[config.mk]
export PLATFORM = sky130hd
export DESIGN_NAME = operand2_shift_sequencer
export DESIGN_NICKNAME = d
export VERILOG_FILES = /design/src/rtl/shift_pkg.sv /design/src/rtl/shift_step.sv /design/src/rtl/operand2_shift_sequencer.sv
export SDC_FILE = /design/constraint.sdc
export NUM_CORES = 1
export LEC_CHECK = 0
export ABC_AREA = 1
export CORE_MARGIN = 2
export CORE_UTILIZATION = 57
export CTS_CLUSTER_DIAMETER = 40
export DETAILED_ROUTE_END_ITERATION = 10
export PLACE_DENSITY_LB_ADDON = 0.08
export SLEW_MARGIN = 40
export SYNTH_ARGS = -nofsm -noshare
export SYNTH_HDL_FRONTEND = slang
export SYNTH_HIERARCHICAL = 1
export SYNTH_SLANG_ARGS = --single-unit
[constraint.sdc]
create_clock -name clk -period 3.8 [get_ports clk]
set_input_delay 0.95 -clock clk [delete_from_list [all_inputs] [get_ports clk]]
set_output_delay 0.95 -clock clk [all_outputs]
set_load 0.01 [all_outputs]
[src/rtl/shift_pkg.sv]
// Shared types for the operand-2 shift sequencer: shift encodings, FSM states
// and the datapath word width.
package shift_pkg;

  localparam int WORD = 32;

  typedef enum logic [1:0] {
    LSL = 2'b00,
    LSR = 2'b01,
    ASR = 2'b10,
    ROR = 2'b11
  } shift_t;

  typedef enum logic [1:0] {
    IDLE  = 2'd0,
    SHIFT = 2'd1,
    DONE  = 2'd2
  } seq_state_t;

endpackage

[src/rtl/shift_step.sv]
// Combinational shifter that moves a word by 1..STEP bits and reports the
// last bit shifted out, so the sequencer can iterate it over several cycles.
module shift_step
  import shift_pkg::*;
#(
  parameter int STEP = 4,
  localparam int KW  = $clog2(STEP + 1)
) (
  input  logic [WORD-1:0] value,
  input  shift_t          shift_type,
  input  logic [KW-1:0]   k,
  output logic [WORD-1:0] shifted,
  output logic            carry
);

  logic [5:0] k6;
  logic [4:0] lsl_idx;
  logic [4:0] rsh_idx;

  assign k6      = 6'(k);
  assign lsl_idx = 5'(6'd32 - k6);
  assign rsh_idx = 5'(k6 - 6'd1);

  // Right-going shifts lose bit k-1 last; LSL loses bit 32-k last.
  always_comb begin
    shifted = value;
    carry   = value[rsh_idx];
    case (shift_type)
      LSL: begin
        shifted = value << k6;
        carry   = value[lsl_idx];
      end
      LSR:     shifted = value >> k6;
      ASR:     shifted = $unsigned($signed(value) >>> k6);
      ROR:     shifted = (value >> k6) | (value << (6'd32 - k6));
      default: shifted = value;
    endcase
  end

endmodule

[src/rtl/operand2_shift_sequencer.sv]
// Operand-2 controller: resolves immediate/register shift requests, handles the
// out-of-range amounts in one cycle and iterates a STEP-bit shifter otherwise.
module operand2_shift_sequencer
  import shift_pkg::*;
#(
  parameter int STEP = 4
) (
  input  logic             clk,
  input  logic             reset_n,
  input  logic             in_valid,
  output logic             in_ready,
  input  logic             imm_mode,
  input  logic [7:0]       imm8,
  input  logic [3:0]       rot4,
  input  logic [WORD-1:0]  operand,
  input  logic [1:0]       shift_type,
  input  logic [7:0]       shift_amt,
  input  logic             carry_in,
  output logic             out_valid,
  input  logic             out_ready,
  output logic [WORD-1:0]  result,
  output logic             carry_out,
  output logic             busy,
  output seq_state_t       state_dbg
);

  localparam int         KW    = $clog2(STEP + 1);
  localparam logic [4:0] STEP5 = 5'(STEP);

  // Handshakes: a transfer happens on a rising edge where valid && ready are
  // both high; in_ready is only high in IDLE, and out_valid holds its payload
  // steady in DONE until out_ready completes the transfer.

  seq_state_t      state_q;
  logic [WORD-1:0] work_q;
  shift_t          type_q;
  logic [4:0]      rem_q;
  logic [WORD-1:0] result_q;
  logic            carry_q;
  logic            out_valid_q;
  logic            in_ready_q;
  logic            busy_q;

  logic [WORD-1:0] cap_value;
  shift_t          cap_type;
  logic [7:0]      cap_amt;

  always_comb begin
    if (imm_mode) begin
      cap_value = {24'b0, imm8};
      cap_type  = ROR;
      cap_amt   = {3'b0, rot4, 1'b0};
    end else begin
      cap_value = operand;
      cap_type  = shift_t'(shift_type);
      cap_amt   = shift_amt;
    end
  end

  logic            spec_hit;
  logic [WORD-1:0] spec_result;
  logic            spec_carry;
  logic [4:0]      norm_amt;

  // Zero and >=32 amounts finish at capture; ROR by a non-multiple of 32
  // folds to its low five bits and takes the iterative path.
  always_comb begin
    spec_hit    = 1'b0;
    spec_result = cap_value;
    spec_carry  = carry_in;
    norm_amt    = cap_amt[4:0];
    if (cap_amt == 8'd0) begin
      spec_hit = 1'b1;
    end else if (cap_amt >= 8'd32) begin
      case (cap_type)
        LSL: begin
          spec_hit    = 1'b1;
          spec_result = '0;
          spec_carry  = (cap_amt == 8'd32) ? cap_value[0] : 1'b0;
        end
        LSR: begin
          spec_hit    = 1'b1;
          spec_result = '0;
          spec_carry  = (cap_amt == 8'd32) ? cap_value[31] : 1'b0;
        end
        ASR: begin
          spec_hit    = 1'b1;
          spec_result = {WORD{cap_value[31]}};
          spec_carry  = cap_value[31];
        end
        ROR: begin
          if (cap_amt[4:0] == 5'd0) begin
            spec_hit    = 1'b1;
            spec_result = cap_value;
            spec_carry  = cap_value[31];
          end
        end
        default: spec_hit = 1'b0;
      endcase
    end
  end

  logic [4:0]      k5;
  logic [4:0]      rem_next;
  logic [WORD-1:0] step_value;
  logic            step_carry;

  assign k5       = (rem_q < STEP5) ? rem_q : STEP5;
  assign rem_next = rem_q - k5;

  shift_step #(.STEP(STEP)) u_step (
    .value      (work_q),
    .shift_type (type_q),
    .k          (KW'(k5)),
    .shifted    (step_value),
    .carry      (step_carry)
  );

  always_ff @(posedge clk or negedge reset_n) begin
    if (!reset_n) begin
      state_q     <= IDLE;
      work_q      <= '0;
      type_q      <= LSL;
      rem_q       <= '0;
      result_q    <= '0;
      carry_q     <= 1'b0;
      out_valid_q <= 1'b0;
      in_ready_q  <= 1'b1;
      busy_q      <= 1'b0;
    end else begin
      case (state_q)
        IDLE: begin
          if (in_valid && in_ready_q) begin
            in_ready_q <= 1'b0;
            busy_q     <= 1'b1;
            work_q     <= cap_value;
            type_q     <= cap_type;
            if (spec_hit) begin
              result_q    <= spec_result;
              carry_q     <= spec_carry;
              out_valid_q <= 1'b1;
              state_q     <= DONE;
            end else begin
              rem_q   <= norm_amt;
              state_q <= SHIFT;
            end
          end
        end
        SHIFT: begin
          work_q <= step_value;
          rem_q  <= rem_next;
          // Only the final step's carry matters, so it is latched on exit.
          if (rem_next == 5'd0) begin
            result_q    <= step_value;
            carry_q     <= step_carry;
            out_valid_q <= 1'b1;
            state_q     <= DONE;
          end
        end
        DONE: begin
          if (out_ready) begin
            out_valid_q <= 1'b0;
            in_ready_q  <= 1'b1;
            busy_q      <= 1'b0;
            state_q     <= IDLE;
          end
        end
        default: begin
          out_valid_q <= 1'b0;
          in_ready_q  <= 1'b1;
          busy_q      <= 1'b0;
          state_q     <= IDLE;
        end
      endcase
    end
  end

  assign in_ready  = in_ready_q;
  assign out_valid = out_valid_q;
  assign result    = result_q;
  assign carry_out = carry_q;
  assign busy      = busy_q;
  assign state_dbg = state_q;

endmodule

# After elaboration in Yosys (flattened, before gate mapping)

Cells that the tools add are included.

Register bits: 77
Input port bits: 60
Output and inout bits: 38
Word-level logic and storage cells: 104

$add $sub $neg: 3
$lt $le $gt $ge: 4
Equality and inequality tests: 14
Shifts and indexed selects: 4
Mux-type cells: 51
Bitwise gates (word level): 2
Reductions and logical operators: 17

Operators with widths:

| operator             | count |
|---|---|
| $mux W32             | 7 |
| $pmux W32 S2         | 2 |
| $pmux W32 S4         | 1 |
| $pmux W32 S3         | 1 |
| $or A32 B32 Y32      | 1 |
| $shl A32 B3 Y32      | 1 |
| $shl A32 B6 Y32      | 1 |
| $shr A32 B3 Y32      | 1 |
| $sshr A32 B3 Y32     | 1 |
| $mux W1              | 21 |
| $mux W5              | 3 |
| $lt A5 B6 Y1 const B | 2 |
| $bmux W1 S5          | 2 |
| $eq A2 B2 Y1 const B | 5 |
| $logic_not A5 Y1     | 2 |
| $mux W2              | 5 |
| $ne A2 B2 Y1 const B | 5 |
| $pmux W5 S2          | 1 |
| $pmux W1 S3          | 3 |
| $reduce_and A3 Y1    | 3 |
| $eq A8 B6 Y1 const B | 1 |
| $ge A8 B6 Y1 const B | 1 |
| $logic_not A8 Y1     | 1 |
| $mux W8              | 1 |
| 16 further kinds     | 23 |

# Depth between registers and ports, before layout

Depth in word-level cells: 9
Depth in mapped cells: 25
Gate-level depth less buffers: 21

# By module

The synthesis kept the hierarchy.

By module, submodules not included:

| module                   | times used | cells an instance | area each (um^2) | sequential area each (um^2) |
|---|---|---|---|---|
| operand2_shift_sequencer | 1          | 626               | 4389.2           | 1928.1 |
| shift_step               | 1          | 667               | 3201.8           | 0.0 |

# Least setup slack after synthesis

Ideal clock, no wire load.

Path type: register to register
From: reg rem_q[3]
To: reg carry_q (netlist: carry_out)
Library setup time: 117 ps
Data arrival time: 3027 ps
Required time: 3683 ps
Setup slack: 655 ps
Stages on the path, launching flop included: 20
Clock period less this slack: 3145 ps
Cell sequence: dfrtp_1 nor2_4 nand2_2 nor2_1 buf_4 inv_2 buf_2 buf_2 ha_1 ha_1 buf_1 buf_2 o21ai_0 o21ai_0 o21ai_0 nand2_1 nand2_1 or2_2 nand3_1 nand2_1

Longest elaborated chain between the ends: 8
Elaborated cells between the ends (all ways): 15
Classes of those cells: add/sub (3); order compare (1); eq/ne (1); mux (8); reduce/logical (2)

RTL lines:

| element                                        | RTL line                           | source |
|---|---|---|
| from (decl)                                    | operand2_shift_sequencer.sv:37     | `logic [4:0] rem_q;` |
| from (signal assigned)                         | operand2_shift_sequencer.sv:144    | `rem_q <= norm_amt;` |
| from (signal assigned)                         | operand2_shift_sequencer.sv:151    | `rem_q <= rem_next;` |
| $lt A5 B3 Y1 (*)                               | operand2_shift_sequencer.sv:108    | `assign k5 = (rem_q < STEP5) ? rem_q : STEP5;` |
| $mux W5 (*)                                    | operand2_shift_sequencer.sv:108    |  |
| named net k5[2]                                | operand2_shift_sequencer.sv:103    | `logic [4:0] k5;` |
| $sub A6 B3 Y6 or $sub A3 B1 Y4 (tied branches) | n/a                                |  |
| $bmux W1 S5 (on tied branches)                 | shift_step.sv:31, shift_step.sv:27 |  |
| $mux W1 (on tied branches)                     | shift_step.sv:31, shift_step.sv:27 |  |
| $mux W1 (*)                                    | shift_step.sv:28                   | `case (shift_type)` |
| named net step_carry                           | operand2_shift_sequencer.sv:106    | `logic step_carry;` |
| $mux W1 (*)                                    | operand2_shift_sequencer.sv:153    | `if (rem_next == 5'd0) begin` |
| $pmux W1 S2 (*)                                | operand2_shift_sequencer.sv:131    | `case (state_q)` |
| to (signal assigned)                           | operand2_shift_sequencer.sv:140    | `carry_q <= spec_carry;` |
| to (signal assigned)                           | operand2_shift_sequencer.sv:155    | `carry_q <= step_carry;` |
| to (decl)                                      | operand2_shift_sequencer.sv:39     | `logic carry_q;` |

Mark *: on every way through the listed nets, which the timed path passes. The rest lies on a longest branch. The select of a mux whose other input is x is not followed.
A chain may end at the register's enable or synchronous reset.

# Final worst setup path

From: reg rem_q[3]
To: reg result_q[30] (netlist: result[30])

Longest elaborated chain between the ends: 8
Elaborated cells between the ends (all ways): 15
Classes of those cells: add/sub (2); order compare (1); eq/ne (1); shift (4); mux (4); bitwise (1); reduce/logical (2)

RTL lines:

| element                  | RTL line                        | source |
|---|---|---|
| $lt A5 B3 Y1 (*)         | operand2_shift_sequencer.sv:108 |  |
| $mux W5 (*)              | operand2_shift_sequencer.sv:108 |  |
| named net k5[2]          | operand2_shift_sequencer.sv:103 |  |
| $sub A6 B3 Y6            | shift_step.sv:35                | `ROR: shifted = (value >> k6) \| (value << (6'd32 - k6));` |
| $shl A32 B6 Y32          | shift_step.sv:35                |  |
| $or A32 B32 Y32          | shift_step.sv:35                |  |
| $pmux W32 S4 (*)         | shift_step.sv:28                |  |
| named net step_value[30] | operand2_shift_sequencer.sv:105 | `logic [WORD-1:0] step_value;` |
| $mux W32 (*)             | operand2_shift_sequencer.sv:153 |  |
| $pmux W32 S2 (*)         | operand2_shift_sequencer.sv:131 |  |
| to (signal assigned)     | operand2_shift_sequencer.sv:139 | `result_q <= spec_result;` |
| to (signal assigned)     | operand2_shift_sequencer.sv:154 | `result_q <= step_value;` |
| to (decl)                | operand2_shift_sequencer.sv:38  | `logic [WORD-1:0] result_q;` |

Marked as above.

==> metrics <==
DIE AREA=14260 sq um; post-detail-place hpwl=20160 um; Inst Count DP=1510; antenna-violating nets left=0; Max Fclk=315.5 MHz; Pwr Density=972.7 nW/um^2; die width=119.4 um; synth top area cells=nand2_1, dfrtp_1, o21ai_0; CTS tree=yes; slowest cell on the critical path=o21ai_0; initial DRC count=1063; Avg Cell Area, Syn=5.871 sq um; hold_buf cts=0; vias in the first global route=8321; worst-path cell chain=nor2_4 -> nand2_2 -> nor2_2 -> inv_2 -> ha_1 -> buf_4 -> o21ai_0 -> mux2i_1 -> nand2_1 -> nand2_1 -> nand2_1 -> nand2_1 -> nand2_1 -> nand2_1 -> nand2_1 -> nand2_1; VDD IR max=0.0007413 V; Worst-Margin Slew=0.7270 ns; Synth top cells by count=nand2_1, o21ai_0, nand3_1; Primary FF master, synth=dfrtp_1; most frequent cell after synthesis=nand2_1; Relative slew margins=51.53%; maximum fanout along the worst path=12; final wirelength=27090 um; worst hold path class=reg -> reg; part of the cycle the worst path needs=83.40%; Die Ht=119.4 um; Layout Skew=0.009510 ns; Clock Tree Root=clkbuf_16; # setup viols final=0; DRC Markers=0; run status=complete, no violations; IO Port Bufs=97; crit path kind=reg -> reg; Mapped Area=7591 sq um; initial antenna violation count=0; leakage=4.663 nW; Area Overhead vs Synth=16.71%; gp weighted congestion=1.086; EDFF count, synth=0; GRT Residual Overflow=0; setup repair bufs after CTS=0; library cells used by synthesis=49; Net count, final=1408; Max Cap Violations=0; Post-CTS Resized=0; TritonCTS Sinks=77; Routed WL per cell=17.75 um; most frequent cell on the critical path=nand2_1; Seq/Total Area, Yosys=25.40%; Net Count, Synth=1356; drt via density=5.959; clock-pin slew on the worst setup and hold paths=0.07 ns; CP endpoint kind=flip-flop; final cell count without fillers=1526; YS warnings=6; top cell type's share of synthesized area=27.49%; GRT Total Usage=38.04%; Synth Instances=1293; Critical Path AT=3.41 ns; first-pass GRT wire length=42990 um; Pre-antenna DRT Iters=7; number of antenna diodes=0; flops & latches, synth=77; Power Total=8.618 mW; via count=9094; max-slew violations=0; H-tree Lvls=3; worst stage delay on the critical path=0.54 ns; hold violation count in the final report=0; fraction of registers with async set/reset=100.0%; RSZ-0062 raised after global routing=false; cts bufs inserted=9; worst skew pair latency=0.35 ns; Max clock buf depth=2; worst path required time=4.04 ns; num rows=42; worst hold slack=0.4763 ns; Placeable Area=13140 sq um; largest net degree at the start of global routing=70; area leader, netlist=nand2_1; crit path time final=3.169 ns; initial core utilization=57.78%; final setup TNS=0 ns; critical path launch point type=flip-flop; num ports=98; layout cells sized above 1=6.815%
## power by group
part           internal (mW)  switching [mW]
clock network          0.585           0.379
logic                   1.95            4.19
registers               1.18           0.335
total                   3.71            4.91
## area by class of cell
cell class	count	area [sq um]
multi-input cells	1033	4843
fillers	1250	4278
clock buffers	9	225.2
well taps	176	220.2
clock inverters	7	102.6
repair buffers	121	1149
flip-flops and latches	77	1928
inverters	103	391.6
## flip-flops by register name (all words and copies together), names as in the netlist
signal     cells
busy           1
carry_out      1
in_ready       1
out_valid      1
rem_q          5
result        32
state_dbg      2
type_q         2
work_q        32
## final timing paths
check / from / endpoint / slack (ns) / depth (start not counted)
min in group asynchronous: reset_n / rem_q[1] / 0.60 / 1
max reg2reg: rem_q[3] / result[30] / 0.63 / 16
min reg2reg: result[15] / result[15] / 0.48 / 2
max: rem_q[3] / result[30] / 0.63 / 16
min: result[15] / result[15] / 0.48 / 2
max in group asynchronous: reset_n / in_ready / 2.43 / 2
## metal layers
| metal | track usage (%) | vias to the layer above | wire length (um) |
|---|---|---|---|
| met5 | 0 | - | 0 |
| met2 | 60.20 | 593 | 12270 |
| met4 | 19.12 | 0 | 1414 |
| met3 | 7.902 | 95 | 2733 |
| met1 | 49.28 | 4103 | 10670 |
| li1 | - | 4303 | - |
## layout by cell type (no fill, tap or decap), types with 6 or more instances in the layout
cell type        synthesis  final
nor2_4                   6      7
o211ai_1                17     17
o21ai_1                 10     10
buf_4                    5     25
a21oi_2                  6      6
nand2_1                556    556
dfrtp_1                 76     76
nor2_1                  46     44
mux2i_1                 10     10
o221ai_1                 8      8
clkbuf_16                0      9
nand2_2                  7      7
clkdlybuf4s50_1          0     96
nand3_1                127    127
a21oi_1                 37     37
o21ai_0                139    139
inv_1                   94     94
nor2_2                   5      6
inv_2                    8      8
## through the flow
stage	instance area, sq um	worst slack, ns	util (%)
global placement	8532	0.6428	64.94
floorplan	7591	0.6555	-
detailed placement	8532	0.5812	64.94
finish	8860	0.6307	67.44
global route	8860	0.4530	67.44
CTS	8860	0.6949	67.44
## cells by family (layout without fill, tap and decap cells)
logic type	after synthesis	count (layout)	share of synthesized area, %
compound gates	248	248	18.79
fa+ha+maj	3	3	0.4945
buf+inv	183	240	10.99
flops	77	77	25.40
mux	10	10	1.319
other cells	1	1	0.04940
simple gates	771	771	42.95
## critical path, delay by kind of cell, from the launching register on
| kind | cells | cell delay, ns |
|---|---|---|
| buf+inv | 2 | 0.28 |
| mux | 1 | 0.22 |
| fa+ha+maj | 1 | 0.45 |
| flops | 1 | 0.41 |
| compound gates | 1 | 0.54 |
| simple gates | 11 | 1.16 |
Power figures use the tool's default switching activity.
